==> config.mk <==
export PLATFORM = sky130hd
export DESIGN_NAME = adder_arbiter
export DESIGN_NICKNAME = d
export VERILOG_FILES = /design/src/rtl/adder_arbiter.sv
export SDC_FILE = /design/constraint.sdc
export NUM_CORES = 1
export LEC_CHECK = 0
export ABC_CLOCK_PERIOD_IN_PS = 2300
export CORE_ASPECT_RATIO = 0.6
export CORE_MARGIN = 1
export CORE_UTILIZATION = 39
export DETAILED_ROUTE_END_ITERATION = 12
export PLACE_DENSITY = 0.89
export SETUP_SLACK_MARGIN = 0.4
export SYNTH_ARGS = -nofsm -noshare
export SYNTH_HDL_FRONTEND = slang
export SYNTH_SLANG_ARGS = --single-unit
==> constraint.sdc <==
create_clock -name clk -period 2.3 [get_ports clk]
set_clock_uncertainty 0.1 [all_clocks]
set_input_delay 0.345 -clock clk [delete_from_list [all_inputs] [get_ports clk]]
set_output_delay 0.345 -clock clk [all_outputs]
set_load 0.01 [all_outputs]
==> src/rtl/adder_arbiter.sv <==
// Round-robin arbiter sharing one external adder32 between two requesters.
// One transaction is in flight at a time: accept in IDLE, add in EXEC, hand back in RESP.
module adder_arbiter #(
    parameter int WIDTH = 32
) (
    input  logic             clk,
    input  logic             rst,

    input  logic             req0_valid,
    output logic             req0_ready,
    input  logic [WIDTH-1:0] req0_a,
    input  logic [WIDTH-1:0] req0_b,
    input  logic             req0_cin,
    output logic             resp0_valid,
    input  logic             resp0_ready,
    output logic [WIDTH-1:0] resp0_sum,
    output logic             resp0_cout,
    output logic             resp0_ovf,

    input  logic             req1_valid,
    output logic             req1_ready,
    input  logic [WIDTH-1:0] req1_a,
    input  logic [WIDTH-1:0] req1_b,
    input  logic             req1_cin,
    output logic             resp1_valid,
    input  logic             resp1_ready,
    output logic [WIDTH-1:0] resp1_sum,
    output logic             resp1_cout,
    output logic             resp1_ovf,

    output logic [WIDTH-1:0] add_operand1,
    output logic [WIDTH-1:0] add_operand2,
    output logic             add_cin,
    input  logic [WIDTH-1:0] add_result,
    input  logic             add_cout,

    output logic             busy
);

    localparam logic [1:0] IDLE = 2'd0;
    localparam logic [1:0] EXEC = 2'd1;
    localparam logic [1:0] RESP = 2'd2;

    logic [1:0]       state_q, state_d;
    logic             ptr_q, ptr_d;
    logic             grant_q, grant_d;
    logic [WIDTH-1:0] op1_q, op1_d;
    logic [WIDTH-1:0] op2_q, op2_d;
    logic             cin_q, cin_d;

    logic             valid0_q, valid0_d;
    logic [WIDTH-1:0] sum0_q, sum0_d;
    logic             cout0_q, cout0_d;
    logic             ovf0_q, ovf0_d;

    logic             valid1_q, valid1_d;
    logic [WIDTH-1:0] sum1_q, sum1_d;
    logic             cout1_q, cout1_d;
    logic             ovf1_q, ovf1_d;

    logic             anyReq;
    logic             winId;
    logic             accept;
    logic             respTaken;
    logic             addOvf;

    // With both requesters pending the pointer decides; otherwise the lone requester wins.
    always_comb begin
        anyReq    = req0_valid | req1_valid;
        winId     = (req0_valid && req1_valid) ? ptr_q : req1_valid;
        accept    = (state_q == IDLE) && anyReq;
        respTaken = grant_q ? resp1_ready : resp0_ready;
        addOvf    = (op1_q[WIDTH-1] == op2_q[WIDTH-1]) &&
                    (add_result[WIDTH-1] != op1_q[WIDTH-1]);
    end

    always_comb begin
        state_d  = state_q;
        ptr_d    = ptr_q;
        grant_d  = grant_q;
        op1_d    = op1_q;
        op2_d    = op2_q;
        cin_d    = cin_q;
        valid0_d = valid0_q;
        sum0_d   = sum0_q;
        cout0_d  = cout0_q;
        ovf0_d   = ovf0_q;
        valid1_d = valid1_q;
        sum1_d   = sum1_q;
        cout1_d  = cout1_q;
        ovf1_d   = ovf1_q;

        case (state_q)
            IDLE: begin
                if (accept) begin
                    grant_d = winId;
                    op1_d   = winId ? req1_a   : req0_a;
                    op2_d   = winId ? req1_b   : req0_b;
                    cin_d   = winId ? req1_cin : req0_cin;
                    state_d = EXEC;
                end
            end
            EXEC: begin
                if (grant_q) begin
                    valid1_d = 1'b1;
                    sum1_d   = add_result;
                    cout1_d  = add_cout;
                    ovf1_d   = addOvf;
                end else begin
                    valid0_d = 1'b1;
                    sum0_d   = add_result;
                    cout0_d  = add_cout;
                    ovf0_d   = addOvf;
                end
                state_d = RESP;
            end
            RESP: begin
                // Result data stays put after the handshake; only valid drops.
                if (respTaken) begin
                    valid0_d = 1'b0;
                    valid1_d = 1'b0;
                    ptr_d    = ~grant_q;
                    state_d  = IDLE;
                end
            end
            default: begin
                state_d = IDLE;
            end
        endcase
    end

    always_ff @(posedge clk) begin
        if (rst) begin
            state_q  <= IDLE;
            ptr_q    <= 1'b0;
            grant_q  <= 1'b0;
            op1_q    <= '0;
            op2_q    <= '0;
            cin_q    <= 1'b0;
            valid0_q <= 1'b0;
            sum0_q   <= '0;
            cout0_q  <= 1'b0;
            ovf0_q   <= 1'b0;
            valid1_q <= 1'b0;
            sum1_q   <= '0;
            cout1_q  <= 1'b0;
            ovf1_q   <= 1'b0;
        end else begin
            state_q  <= state_d;
            ptr_q    <= ptr_d;
            grant_q  <= grant_d;
            op1_q    <= op1_d;
            op2_q    <= op2_d;
            cin_q    <= cin_d;
            valid0_q <= valid0_d;
            sum0_q   <= sum0_d;
            cout0_q  <= cout0_d;
            ovf0_q   <= ovf0_d;
            valid1_q <= valid1_d;
            sum1_q   <= sum1_d;
            cout1_q  <= cout1_d;
            ovf1_q   <= ovf1_d;
        end
    end

    assign req0_ready   = accept && !winId;
    assign req1_ready   = accept && winId;

    assign resp0_valid  = valid0_q;
    assign resp0_sum    = sum0_q;
    assign resp0_cout   = cout0_q;
    assign resp0_ovf    = ovf0_q;
    assign resp1_valid  = valid1_q;
    assign resp1_sum    = sum1_q;
    assign resp1_cout   = cout1_q;
    assign resp1_ovf    = ovf1_q;

    assign add_operand1 = op1_q;
    assign add_operand2 = op2_q;
    assign add_cin      = cin_q;

    assign busy         = (state_q != IDLE);

endmodule
==> results of run 1 <==
-- power by group through the flow --
stage | registers (mW) | clock network, mW | logic (mW)
final | 2.68 | 3.00 | 1.43
after global routing | 2.71 | 3.17 | 1.54
after CTS | 2.68 | 3.05 | 1.43
after detailed placement | 2.74 | 0 | 1.43
after global placement | 2.73 | 0 | 1.41
after floorplan | 2.79 | 0 | 0.556
-- synth_stat cells, drive strengths merged (2+ instances only) --
cell,count,area share
buf,28,0.026
nand4,65,0.072
o21ai,67,0.059
nand2,132,0.087
a31oi,66,0.073
nor3,2,0.0018
a21oi,71,0.063
clkbuf,53,0.035
dfxtp,139,0.49
nor2b,4,0.0044
nor2,6,0.0044
a211oi,3,0.0049
nand3,65,0.057
and3b,2,0.0031
-- cells in the final DEF (no fill, tap or decap), types with 3 or more instances in the layout --
| cell type | synthesis | layout |
|---|---|---|
| nand4_1 | 65 | 65 |
| inv_6 | 0 | 3 |
| nand2_1 | 132 | 132 |
| bufinv_16 | 0 | 3 |
| clkbuf_16 | 0 | 17 |
| nand3_1 | 65 | 65 |
| a21oi_1 | 71 | 71 |
| dfxtp_1 | 139 | 136 |
| nor2b_1 | 4 | 4 |
| clkdlybuf4s50_1 | 0 | 299 |
| buf_4 | 4 | 12 |
| o21ai_0 | 58 | 58 |
| nor2_1 | 5 | 4 |
| buf_12 | 0 | 4 |
| o21ai_1 | 9 | 9 |
| a31oi_1 | 66 | 66 |
| inv_8 | 0 | 6 |
-- routing by layer --
| layer | up-vias | track usage | share of wire |
|---|---|---|---|
| met5 | - | 0 | 0 |
| met4 | 0 | 0.0995 | 0.014 |
| met3 | 23 | 0.0782 | 0.086 |
| met2 | 305 | 0.485 | 0.49 |
| met1 | 3062 | 0.326 | 0.41 |
| li1 | 3099 | - | - |
-- registers in the layout, summed over array words and instances (netlist names) --
register	count
resp1_valid	1
ptr_q	1
grant_q	1
add_operand1	32
resp0_ovf	1
resp1_ovf	1
resp0_sum	32
add_cin	1
resp0_cout	1
add_operand2	32
resp1_cout	1
state_q	2
resp1_sum	32
resp0_valid	1
-- timing repair --
action,in CTS,in global routing
gates cloned,0,0
resized for setup,9,3
endpoints found under the setup margin,5,5
hold buffers,0,0
pin swaps,0,0
-- worst max path at each step --
stage	slack [ps]	end	cells past startpoint	startpoint
after detailed placement	360	add_operand1[11]	5	req1_valid
final	420	req0_ready	3	state_q[0]
after CTS	370	req0_ready	3	state_q[0]
after global routing	370	req0_ready	3	state_q[0]
after floorplan	690	req1_ready	5	state_q[1]
after global placement	400	req1_ready	4	req1_valid
-- per-stage QoR --
stage / cells / hold slack, ps
detailed placement: 1147 / 346
floorplan: 715 / 373
global placement: 1147 / 341
global route: 1179 / 245
CTS: 1179 / 230
finish: 1179 / 242
-- cells by family (layout without fill, tap and decap cells) --
family / after synthesis / count (layout) / share of synthesized area
compound gates: 210 / 210 / 0.204
buf+inv: 82 / 354 / 0.0623
flops: 139 / 139 / 0.491
mux: 1 / 1 / 0.00177
simple gates: 283 / 283 / 0.241
-- final cells by class --
type | instances | area (µm²)
Timing Repair Buffer | 321 | 3220
Sequential cell | 139 | 2790
Clock buffer | 17 | 425
Multi-Input combinational cell | 494 | 2550
Inverter | 1 | 3.75
Clock inverter | 15 | 225
Tap cell | 192 | 240
Fill cell | 1123 | 4460
==> key figures, run 1 <==
Clock network
  • CTS tree: built
  • CTS max path bufs: 2
  • Clk sinks: ~140
  • TritonCTS Buffers: 17
  • Worst-Skew Late Latency: approximately 400 ps
  • # H-tree levels: 4
  • Post-CTS setup buffers: 0
  • Clk root buf: clkbuf_16
  • Clk slew on worst S/H paths: approximately 70 ps

Floorplanning
  • Core box area: between 10000 and 15000 µm²
  • # IOs: between 300 and 400
  • Initial core utilization: 0.407
  • Row count: 33
  • Die Span X: around 160 µm
  • Die Y-Extent: about 95 µm
  • Die footprint: ~15000 µm²

GRT
  • Largest net degree at the start of global routing: 68
  • Global-route wire length before repair: 32400 µm
  • Total gr overflow: 0
  • Initial antenna violation count: 0
  • Tot GR Track Use: 0.277
  • Vias in the first global route: roughly 6300

Drt
  • Post-Route WL: ~21000 µm
  • Antenna viol nets, final: 0
  • Drt first-iter violations: between 400 and 500
  • # DRC: 0
  • WL/cell: 18.0 µm
  • Total iterations of the first detailed-routing run: 5
  • Via density per instance: 5.50
  • Vias: about 6500

STA
  • Slack of the critical path: 415 ps
  • Fmax: approximately 0.53 GHz
  • Fin crit share: 0.819
  • Final TNS setup: 0 ps
  • Worst-Margin Slew: about 750 ps
  • Worst relative slew slack: 0.503
  • Crit path time final: approximately 1900 ps
  • Pins Over Slew Limit: 0
  • Final hold vios: 0
  • Final setup vio count: 0
  • RSZ-0062 raised after global routing: true

Yosys
  • Async set-or-reset flop fraction in the synthesized netlist: 0
  • Mapped Area: between 5000 and 6000 µm²
  • #FFs+latches synth: 139
  • Post-synth EDFFs: 0
  • Post-Syn Nets: between 800 and 900
  • Sequential share of the synthesized area: 0.491
  • Synth unique cells: 32
  • Post-synth top flop: dfxtp_1
  • Synth Area per Inst: 7.93 µm²
  • Synth Instances: about 720
  • Yosys warnings: 0

Finish
  • Area Growth Syn to Fin: 66.9%
  • Finished Core Util: 0.680
  • Final net count: 1143
  • Antenna cells: 0
  • Post-route cell area: ~9500 µm²
  • Layout cell share with drive strength beyond 1: 0.0628

Worst setup path
  • CP delay by family, top: flip-flops
  • CP required: ~1900 ps
  • Worst Setup End Kind: output pin
  • Crit Reg-Reg Endpoint: add_operand1[11]
  • Reg-to-reg slack, setup: 450 ps
  • CP max stage cell: dfxtp_4
  • Kind of critical path: register to output pin
  • Buffers & Inverters on Critical Path: 1
  • Crit start category: register
  • Max FO, Critical Path: 12
  • Crit path largest cell delay: ~390 ps
  • Worst EP arrival: between 1000 and 1500 ps
  • Reg2reg start: state_q[0]
  • Cells along the critical path: a211oi_4 -> and2_1 -> clkdlybuf4s15_1
  • R2R depth: 4

Outcome
  • Status: finished, final reports clean

Power
  • Int Power: around 5.1 mW
  • Psw: roughly 2 mW
  • Switching Share: 0.284
  • IR drop worst, VDD: ~0.48 mV
  • Clk pwr share: 0.421
  • Gate power share: 0.201
  • PD cells: around 750 nW/µm²
  • Pleak: 3.23 nW
  • Power, Total: ~7 mW
  • Sequential Power Share: 0.377

Min path
  • Worst min path class: input pin to register
  • Hold Crit Endpoint: resp1_sum[14]
  • Min-delay src: rst
  • Worst hold stages: 2

Placed design
  • # port buffers: 306
  • Dpl hpwl: roughly 14000 µm
  • Final Wtd Congestion: 0.781
  • Placed standard-cell area: around 8800 µm²
  • DP Worst Slack: around 360 ps

Job
  • Max_cap viols: 0
(Power assumes the default switching activity.)
==> run 2, diff against run 1 <==
- ABC_CLOCK_PERIOD_IN_PS: 2300 -> 2000
- clock period: 2.3 -> 2 ns (I/O delays scaled with it)
==> run 2 against run 1 <==
Against the previous run: worst setup slack lost 100 ps; final area shrank 0.48%; clock power grew 5%; core utilization shrank 0.32 points; critical endpoint unchanged; highest routed layer unchanged.
==> key figures, run 2 (synthesis results as in run 1) <==
Outcome
  • Status: finished, final reports clean

Worst setup path
  • Crit start category: register
  • Max FO, Critical Path: 3
  • Worst EP arrival: 1290 ps
  • CP required: about 1600 ps
  • Kind of critical path: register to output pin
  • Worst Setup End Kind: output pin

Placed design
  • Dpl hpwl: 14700 µm
  • Post-Place Cells: ~1200
  • Final Wtd Congestion: 0.817
  • # port buffers: between 300 and 400

Finish
  • Layout cell share with drive strength beyond 1: 0.0781
  • Area Growth Syn to Fin: 66.1%
  • Final net count: about 1200
  • Fillers: 1203
  • Most frequent cells in the layout: clkdlybuf4s50_1, dfxtp_1, dlygate4sd2_1
  • Finished Layout Cells: about 1200
  • Commonest non-fill, non-tap cell in the layout: clkdlybuf4s50_1

Drt
  • Drt first-iter violations: around 560
  • # DRC: 0
  • WL/cell: about 18 µm
  • Post-Route WL: 21600 µm
  • Total iterations of the first detailed-routing run: 5
  • Via density per instance: roughly 5.5
  • Vias: between 6000 and 7000
  • Antenna viol nets, final: 0

Clock network
  • Worst-Skew Late Latency: 390 ps
  • Clk slew on worst S/H paths: around 60 ps
  • TritonCTS Buffers: 17
  • Hold Buf Count CTS: 0
  • Clk sinks: around 140
  • Clk root buf: clkbuf_16
  • # H-tree levels: 4
  • CTS max path bufs: 2
  • CTS tree: built

Power
  • Sequential Power Share: 0.392
  • IR drop worst, VDD: 0.445 mV
  • Psw: 2.31 mW
  • Pleak: 3.84 nW
  • Gate power share: 0.206
  • Clk pwr share: 0.402
  • Int Power: 5.54 mW
  • PD cells: around 830 nW/µm²
  • Switching Share: 0.294

STA
  • Worst-Margin Slew: between 500 and 600 ps
  • Final setup vio count: 0
  • Worst relative slew slack: 0.663
  • Final TNS setup: 0 ps
  • Fin crit share: 0.844
  • Pins Over Slew Limit: 0
  • RSZ-0062 raised after global routing: true
  • Final hold vios: 0
  • Crit path time final: about 1700 ps
  • Fmax: roughly 0.6 GHz

GRT
  • Tot GR Track Use: 0.280
  • Total gr overflow: 0
  • Global-route wire length before repair: ~33000 µm
  • Largest net degree at the start of global routing: 66
  • Initial antenna violation count: 1
  • Vias in the first global route: between 6000 and 7000

Floorplanning
  • Core box area: 13900 µm²
  • Row count: 33
  • Die Y-Extent: approximately 95 µm
  • # IOs: between 300 and 400
  • Die Span X: 158 µm
  • Initial core utilization: 0.407
  • Die footprint: roughly 15000 µm²

Job
  • Max_cap viols: 0

Min path
  • Worst min path class: input pin to register
-- run 2: metrics by stage --
step	hold slack, ps	instance area, µm²	util	setup slack (ps)	power, mW
CTS	214	9330	0.671	174	7.84
detailed placement	345	8880	0.638	135	4.82
global route	242	9410	0.676	253	8.16
global placement	341	8880	0.638	156	4.78
floorplan	336	5670	-	436	3.85
finish	228	9410	0.676	312	7.84
-- run 2: power by group through the flow --
stage / Combinational [mW] / Clock [mW] / Sequential [mW]
after floorplan: 0.639 / 0 / 3.21
after global placement: 1.65 / 0 / 3.13
after detailed placement: 1.68 / 0 / 3.14
after CTS: 1.57 / 3.20 / 3.07
after global routing: 1.74 / 3.33 / 3.10
final: 1.62 / 3.16 / 3.07
-- run 2: critical path: stages (launching register included) --
cell	delay [ps]
dfxtp_4	360
a211oi_4	240
and2_4	200
buf_6	100
-- run 2: repair_timing --
| item | 4_1_cts | 5_1_grt |
|---|---|---|
| setup endpoints to repair | 237 | 92 |
| gates resized for setup | 158 | 11 |
| gates cloned | 0 | 1 |
| setup buffers | 1 | 3 |
| pin swaps | 3 | 2 |
-- run 2: routing by layer --
metal / up-vias / part of all wire / track usage
met1: 3073 / 0.40 / 0.329
met3: 38 / 0.099 / 0.0859
met2: 348 / 0.49 / 0.485
li1: 3129 / - / -
met4: 0 / 0.019 / 0.0971
met5: - / 0 / 0
-- run 2: path summary, 6_finish.rpt --
check,startpoint,end,slack [ps],cells after the start
max,state_q[1],req0_ready,310,3
min reg2reg,resp1_sum[25],resp1_sum[25],350,2
max reg2reg,state_q[1],add_operand1[14],420,4
min,rst,state_q[1],230,2
-- run 2: final cells by class --
class | count | area, µm² | share of cell area
Antenna cell | 1 | 2.50 | 0.000266
Clock buffer | 18 | 439 | 0.0467
Clock inverter | 14 | 149 | 0.0158
Inverter | 1 | 11.3 | 0.00120
Multi-Input combinational cell | 494 | 2570 | 0.273
Sequential cell | 139 | 2790 | 0.297
Tap cell | 192 | 240 | 0.0255
Timing Repair Buffer | 333 | 3210 | 0.341
==> run 3, diff against run 2 <==
- ABC_CLOCK_PERIOD_IN_PS: 2000 -> 1650
- clock period: 2 -> 1.65 ns (I/O delays scaled with it)
==> run 3 against run 2 <==
Against the previous run: core utilization rose by 4.0 points; critical path depth rose by 4; final area rose by 5.9%; global-route usage rose by 0.19 points; hold slack got worse by 37 ps; sequential share of layout area fell by 0.61 points; cell count rose by 2.6%; via count rose by 6.5%; register-to-register slack got worse by 410 ps; clock-buffer cell count did not move; flip-flop and latch count did not move; critical path type is now register to register; critical endpoint is now add_operand1[25].
==> key figures, run 3 (synthesis results as in run 1) <==
Floorplanning
  • # IOs: approximately 310
  • Die footprint: approximately 15000 µm²
  • Die Y-Extent: 95.4 µm
  • Initial core utilization: 0.407
  • Die Span X: between 150 and 200 µm
  • Row count: 33
  • Core box area: 13900 µm²

STA
  • Final setup vio count: 0
  • Final TNS setup: 0 ps
  • Pins Over Slew Limit: 0
  • Worst-Margin Slew: approximately 700 ps
  • Fin crit share: 0.993
  • Worst relative slew slack: 0.526
  • Hold_ws: roughly 190 ps
  • Crit path time final: 1640 ps
  • RSZ-0062 raised after global routing: true
  • Fmax: about 0.6 GHz
  • Slack of the critical path: about 12 ps
  • Final hold vios: 0

Placed design
  • Placed standard-cell area: roughly 9000 µm²
  • # port buffers: about 300
  • Post-Place Cells: between 1000 and 1500
  • Dpl hpwl: 14700 µm
  • Final Wtd Congestion: approximately 0.76
  • DP Worst Slack: -69.6 ps

Drt
  • Antenna viol nets, final: 0
  • Total iterations of the first detailed-routing run: 5
  • Drt first-iter violations: between 600 and 700
  • # DRC: 0
  • Post-Route WL: around 25000 µm
  • Via density per instance: 5.74
  • Vias: roughly 7000
  • WL/cell: a little over 20 µm

Power
  • Clk pwr share: 0.390
  • PD cells: 1030 nW/µm²
  • Int Power: around 7.3 mW
  • Switching Share: 0.286
  • IR drop worst, VDD: 0.614 mV
  • Gate power share: 0.242
  • Psw: 2.94 mW
  • Pleak: just under 4 nW
  • Sequential Power Share: 0.367

Finish
  • Final net count: 1186
  • Commonest non-fill, non-tap cell in the layout: clkdlybuf4s50_1
  • Most frequent cells in the layout: clkdlybuf4s50_1, nand2_1, buf_2
  • Layout cell share with drive strength beyond 1: 0.340
  • Finished Layout Cells: between 1000 and 1500
  • Area Growth Syn to Fin: 75.9%
  • Post-route cell area: between 9000 and 10000 µm²

Worst setup path
  • Crit path largest cell delay: 360 ps
  • Kind of critical path: register to register
  • Worst Setup End Kind: register
  • Cells along the critical path: a211oi_4 -> buf_4 -> buf_6 -> buf_4 -> buf_12 -> nand3_1 -> a31oi_1
  • Max FO, Critical Path: 7
  • Worst EP arrival: about 1900 ps
  • Most Frequent Cell on Critical Path: buf_4
  • Crit start category: register
  • CP max stage cell: dfxtp_4
  • CP required: about 1900 ps

Outcome
  • Status: finished, final reports clean

Job
  • Max_cap viols: 0

Clock network
  • CTS max path bufs: 2
  • TritonCTS Buffers: 17
  • Clk sinks: roughly 140
  • Clk root buf: clkbuf_16
  • CTS tree: built
  • # H-tree levels: 4
  • Worst-Skew Late Latency: about 400 ps
  • Clk slew on worst S/H paths: 60 ps

GRT
  • Largest net degree at the start of global routing: between 60 and 70
  • Initial antenna violation count: 1
  • Vias in the first global route: ~6300
  • Tot GR Track Use: 0.282
  • Global-route wire length before repair: ~33000 µm
  • Total gr overflow: 0

Min path
  • Worst min path class: input pin to register
-- run 3: changes by cell type in the layout (fill, tap and decap cells not counted), sizes merged --
cell / previous run / this run
clkinv: 3 / 2
inv: 9 / 8
clkbuf: 20 / 29
dlygate4sd2: 135 / 0
buf: 31 / 188
bufinv: 1 / 3
-- run 3: worst max-delay path, delay by kind of cell, from the launching register on --
kind,cells,cell delay (ps)
buffers and inverters,4,590
flip-flops,1,360
AO/OA/AOI/OAI,2,410
AND/OR/NAND/NOR,1,90
-- run 3: layout make-up --
cell class	instances	area, µm²
fill	1076	3950
antenna	1	2.50
clock inverter	14	185
timing repair buffer	364	3530
clock buffer	18	429
tap	192	240
multi-input combinational	494	2680
sequential	139	2900
inverter	1	3.75
-- run 3: path summary, 6_finish.rpt --
path                  from          endpoint  slack (ps)  cells past startpoint
min reg2reg  resp0_sum[23]     resp0_sum[23]         350                      2
max reg2reg     state_q[1]  add_operand1[25]          10                      7
max             state_q[1]  add_operand1[25]          10                      7
min                    rst       resp1_valid         190                      2
-- run 3: per-layer routing --
| layer | routed length (µm) | part of all wire | GRT usage |
|---|---|---|---|
| met1 | 10100 | 0.41 | 0.349 |
| met2 | 11700 | 0.48 | 0.482 |
| met3 | 2330 | 0.094 | 0.0786 |
| met4 | 469 | 0.019 | 0.0761 |
| met5 | 0 | 0 | 0 |
-- run 3: power by group through the flow --
stage	registers [mW]	logic [mW]	clock network [mW]
6_report	3.77	2.49	4.01
5_1_grt	3.80	2.62	4.21
4_1_cts	3.74	2.09	4.05
3_5_place_dp	3.81	2.08	0
3_3_place_gp	3.80	2.05	0
2_1_floorplan	3.89	0.847	0
-- run 3: metrics by stage --
| step | power [mW] | util |
|---|---|---|
| final | 10.3 | 0.716 |
| after global routing | 10.6 | 0.716 |
| after floorplan | 4.74 | - |
| after detailed placement | 5.88 | 0.646 |
| after global placement | 5.84 | 0.646 |
| after CTS | 9.88 | 0.662 |
-- run 3: timing repair --
item	CTS	global route
hold buffers	0	0
hold endpoints to repair	0	0
pin swaps	3	13
resized for setup	607	127
setup endpoints to repair	277	214
setup buffers	5	5
gates cloned	4	16
